### src/rtl/cpu_pkg.sv
// Shared CPU datapath types and constants.
// Used by the register file and its write-row decoder.
package cpu_pkg;

    localparam int DATA_W = 32;
    localparam int ADDR_W = 5;

    localparam logic [4:0] REG_ZERO = 5'd0;

    typedef logic [31:0] reg_word_t;

endpackage

### src/rtl/decoder_5to32.sv
// One-hot row-enable decoder for the register file write port.
// Row 0 is never enabled so r0 stays hardwired to zero.
module decoder_5to32
    import cpu_pkg::*;
#(
    parameter int ADDR_W   = cpu_pkg::ADDR_W,
    parameter int NUM_REGS = 32
) (
    input  logic [ADDR_W-1:0]   w_addr,
    input  logic                en,
    output logic [NUM_REGS-1:0] row_en
);

    always_comb begin
        row_en         = '0;
        row_en[w_addr] = en;
        row_en[0]      = 1'b0;
    end

endmodule

### src/rtl/reg_file_2r1w.sv
// 32x32 register file: two combinational read ports, one synchronous write.
// Define REGFILE_BYPASS_EN for same-cycle write-through forwarding.
module reg_file_2r1w
    import cpu_pkg::*;
#(
    parameter int DATA_W   = cpu_pkg::DATA_W,
    parameter int ADDR_W   = cpu_pkg::ADDR_W,
    parameter int NUM_REGS = 32
) (
    input  logic              clk,
    input  logic              rst_n,
    input  logic [ADDR_W-1:0] ra_addr,
    input  logic [ADDR_W-1:0] rb_addr,
    output logic [DATA_W-1:0] ra_data,
    output logic [DATA_W-1:0] rb_data,
    input  logic              we,
    input  logic [ADDR_W-1:0] w_addr,
    input  logic [DATA_W-1:0] w_data,
    output logic [15:0]       wr_count
);

    localparam logic [ADDR_W-1:0] ZERO_A = ADDR_W'(REG_ZERO);

    logic [DATA_W-1:0]   regs [NUM_REGS];
    logic [NUM_REGS-1:0] row_en;
    logic                commit;

    decoder_5to32 #(
        .ADDR_W   (ADDR_W),
        .NUM_REGS (NUM_REGS)
    ) u_dec (
        .w_addr (w_addr),
        .en     (we),
        .row_en (row_en)
    );

    // Row 0 is masked in the decoder, so any set bit is a real write.
    assign commit = |row_en;

    always_ff @(posedge clk) begin
        if (!rst_n) begin
            for (int i = 0; i < NUM_REGS; i++) begin
                regs[i] <= '0;
            end
            wr_count <= '0;
        end else begin
            for (int i = 1; i < NUM_REGS; i++) begin
                if (row_en[i]) begin
                    regs[i] <= w_data;
                end
            end
            if (commit) begin
                wr_count <= wr_count + 16'd1;
            end
        end
    end

`ifdef REGFILE_BYPASS_EN
    logic fwd_ok;

    assign fwd_ok = rst_n && we && (w_addr != ZERO_A);

    always_comb begin
        ra_data = regs[ra_addr];
        rb_data = regs[rb_addr];
        if (fwd_ok && (ra_addr == w_addr)) begin
            ra_data = w_data;
        end
        if (fwd_ok && (rb_addr == w_addr)) begin
            rb_data = w_data;
        end
        if (ra_addr == ZERO_A) begin
            ra_data = '0;
        end
        if (rb_addr == ZERO_A) begin
            rb_data = '0;
        end
    end
`else
    always_comb begin
        ra_data = regs[ra_addr];
        rb_data = regs[rb_addr];
        if (ra_addr == ZERO_A) begin
            ra_data = '0;
        end
        if (rb_addr == ZERO_A) begin
            rb_data = '0;
        end
    end
`endif

endmodule
### config.mk
export PLATFORM = sky130hd
export DESIGN_NAME = reg_file_2r1w
export DESIGN_NICKNAME = d
export VERILOG_FILES = /design/src/rtl/cpu_pkg.sv /design/src/rtl/decoder_5to32.sv /design/src/rtl/reg_file_2r1w.sv
export SDC_FILE = /design/constraint.sdc
export NUM_CORES = 2
export LEC_CHECK = 0
export BUFFER_PORTS_ARGS = -buffer_cell sky130_fd_sc_hd__buf_2
export CAP_MARGIN = 20
export CORE_ASPECT_RATIO = 1.4
export CORE_MARGIN = 5
export CORE_UTILIZATION = 65
export CTS_BUF_LIST = sky130_fd_sc_hd__clkbuf_8
export DETAILED_ROUTE_END_ITERATION = 10
export PLACE_DENSITY_LB_ADDON = 0.1
export SYNTH_ARGS = -nofsm -noshare
export SYNTH_HDL_FRONTEND = slang
export SYNTH_SLANG_ARGS = --single-unit
### constraint.sdc
create_clock -name clk -period 5.4 [get_ports clk]
set_input_delay 0.81 -clock clk [delete_from_list [all_inputs] [get_ports clk]]
set_output_delay 0.81 -clock clk [all_outputs]
set_load 0.01 [all_outputs]
==> impl_metrics.json <==
{
  "fin_nets": 3399,
  "synth-xor-area-share": 0.0005287,
  "reg2regPathDepth": 4,
  "syn_to_final_growth_pct": 9.734,
  "muxShareOfSynthArea": 0.2276,
  "syn_nets": 3275,
  "met3_usage": 0.1045,
  "final_common_cell": "edfxtp_1",
  "ys_ff_latch": 1008,
  "row_count": 120,
  "fin_skew_ns": 0.006203,
  "status": "complete, no violations",
  "grtUsageTotal": 0.3660,
  "gp_congestion": 0.9257,
  "holdWs_ns": 0.4880,
  "htreeDepth": 4,
  "mostFrequentLayoutCells": "edfxtp_1, nor2_1, mux4_2",
  "hold_viol_final": 0,
  "clockBufferDepth": 3,
  "combPwrFrac": 0.136,
  "layout-drive-gt1-share": 0.2721,
  "io_buffers": 129,
  "p_seq_frac": 0.534,
  "grt_first_pass_wirelength_um": 218800,
  "final.min_clock_period_ns": 4.441,
  "crit_chain": "buf_4, nor2b_2, buf_4, a22o_1, a211oi_1, o31ai_1, buf_2",
  "cp_slowest_cell": "o31ai_1",
  "crit_buf_inv": 3,
  "cts.sinks": 1008,
  "grt_pass1_vias": 34120,
  "clock_power_share": 0.330,
  "setup_viol": 0,
  "min_period_over_period": 0.8224,
  "routed_wl_um": 151800,
  "slew_headroom": 0.2211,
  "cts_tree": "built",
  "vdd_drop_max_v": 0.0002047,
  "drt_iter0_drc": 4322,
  "cts_setup_buffers": 0,
  "ioPinCount": 130,
  "path_delay_family": "buffers and inverters",
  "hpwl_um": 96890,
  "yosys.area_share.adder": 0.0002518,
  "worstMarginPinSlew_ns": 1.164,
  "synth.distinct_cells": 42,
  "netlist_area_um2": 49690,
  "worstPathMaxFanout": 37,
  "cp-end-kind": "output pin",
  "max_cap_violations": 0,
  "hold_path_depth": 2,
  "fillers": 4930,
  "tns_ns": 0,
  "synth_area_per_cell_um2": 15.41,
  "cpMostUsedCell": "buf_4",
  "clk_pin_slew_ns": 0.06,
  "viasPerCell": 7.388,
  "coreArea_um2": 76120,
  "switching_power_mw": 4.611,
  "antenna_found_initial": 9,
  "fin_total_pwr_mw": 17.66,
  "cts_root_buf": "clkbuf_8",
  "antenna_left": 0,
  "grt-ovfl-total": 0,
  "synth_top_family_by_area": "multiplexers",
  "yosys.area_share.simple": 0.06189,
  "rsz0062_at_grt": "false",
  "hold_buffers": 0,
  "multiInputGateArea_um2": 18250,
  "yosysSeqAreaShare": 0.6059,
  "post_cts_resized": 0,
  "finalMaxSlewViolations": 0,
  "seqCellArea_um2": 30110,
  "cp-start-kind": "input pin",
  "cts_inserted_buffers": 151,
  "p_leak_nw": 19.04,
  "grt_max_degree": 83,
  "via_count": 32820,
  "yosysWarnings": 0,
  "use_met1": 0.4286,
  "grt_use_met2": 0.6181,
  "required_ns": 4.59,
  "reg2reg_slack_ns": 3.52,
  "worst_path_largest_cell_delay_ns": 0.70,
  "hold_path_class": "reg -> reg",
  "fp.dieW_um": 243.7,
  "drc_errors": 0,
  "synth-compound-area-share": 0.07229,
  "arrival_ns": 3.63,
  "p_int_mw": 13.05,
  "syn_inst": 3224,
  "start_util": 0.6528,
  "critical_path_class": "in -> out",
  "clock_latency_ns": 0.81,
  "swShare": 0.2610,
  "p_per_area_nw_per_um2": 323.9,
  "max_freq_ghz": 0.2252,
  "dr.pass1.iters": 8,
  "cp_num_cells": 7,
  "die_y_um": 337.2,
  "die_area_um2": 82160,
  "final_util": 0.7164,
  "top_usage_layer": "met2",
  "routedWlPerCell_um": 34.17
}
==> final cells by class <==
class,instances,area share
multi-input combinational,1872,0.3347
tap,976,0.02239
clock inverter,111,0.01053
sequential,1008,0.5521
clock buffer,156,0.03937
timing repair buffer,276,0.03800
inverter,39,0.002685
antenna,4,0.0001836
==> cells in the mapped netlist <==
cell type / number / area share
and3b_1: 1 / 0.00018
and2_1: 66 / 0.0083
edfxtp_1: 992 / 0.60
nand2_1: 73 / 0.0055
a22o_1: 191 / 0.034
or3_1: 8 / 0.0010
nand3_1: 6 / 0.00060
o21ai_0: 20 / 0.0020
o22ai_1: 64 / 0.0081
o21ai_1: 65 / 0.0065
or3b_2: 1 / 0.00018
mux2_2: 63 / 0.014
a21oi_1: 12 / 0.0012
inv_1: 39 / 0.0029
o31ai_1: 70 / 0.011
dfxtp_1: 16 / 0.0064
o211ai_1: 1 / 0.00015
nor2_1: 552 / 0.042
buf_4: 26 / 0.0039
buf_6: 16 / 0.0036
ha_1: 1 / 0.00025
clkbuf_1: 202 / 0.015
nand2b_1: 2 / 0.00025
nor2b_1: 6 / 0.00076
mux4_2: 384 / 0.17
and4_1: 1 / 0.00018
buf_2: 48 / 0.0048
xnor2_1: 1 / 0.00018
and3_1: 1 / 0.00013
nor3_1: 2 / 0.00020
a2111o_1: 1 / 0.00023
nand3b_1: 3 / 0.00045
o2111ai_1: 1 / 0.00018
xor2_1: 2 / 0.00035
nand4_4: 1 / 0.00043
mux2i_1: 195 / 0.039
nand4_1: 2 / 0.00025
a211oi_1: 64 / 0.0097
buf_1: 13 / 0.00098
or2_2: 2 / 0.00025
nor3b_1: 4 / 0.00060
or4_1: 6 / 0.00091
==> power by group through the flow <==
stage	sequential (mW)	combinational (mW)	clock [mW]
5_1_grt	9.48	2.48	6.20
2_1_floorplan	9.49	1.55	0
3_5_place_dp	9.59	2.35	0
4_1_cts	9.42	2.35	5.85
6_report	9.44	2.40	5.83
3_3_place_gp	9.51	2.29	0
==> worst paths after layout <==
kind	to	start
hold reg to reg	wr_count[15]	wr_count[15]
setup / recovery	ra_data[1]	ra_addr[1]
hold / removal	wr_count[15]	wr_count[15]
setup reg to reg	wr_count[15]	wr_count[4]
==> flip-flops by register name, indices dropped and copies added (netlist names) <==
signal	count
wr_count	16
regs	992
==> logic make-up (layout without fill, tap and decap cells) <==
logic type / count (synthesis) / in the layout
flops: 1008 / 1008
simple gates: 737 / 737
mux: 642 / 642
compound gates: 489 / 489
buf+inv: 344 / 582
xor+xnor: 3 / 3
fa+ha+maj: 1 / 1
other cells: 0 / 4
==> stage by stage <==
stage / cells / area, um2 / setup WS (ns)
after CTS: 4437 / 54490 / 1.042
after detailed placement: 4170 / 51770 / 1.040
after global routing: 4441 / 54530 / 0.8735
after global placement: 4163 / 51620 / 1.079
final: 4442 / 54530 / 0.9591
after floorplan: 3224 / 49690 / 1.177
==> metal layers <==
layer  routed length (um)  vias to the layer above
met2                76480                     2530
li1                     -                    13080
met5                   53                        -
met1                48000                    16570
met4                 9245                        6
met3                18020                      629
==> worst register-to-register path: stages, from the launching register on <==
cell      delay [ns]
dfxtp_1         0.46
nand4_4         0.20
a2111o_1        0.55
or4_1           0.44
a21oi_1         0.16
Note: power is estimated with default switching activity, not from simulation.
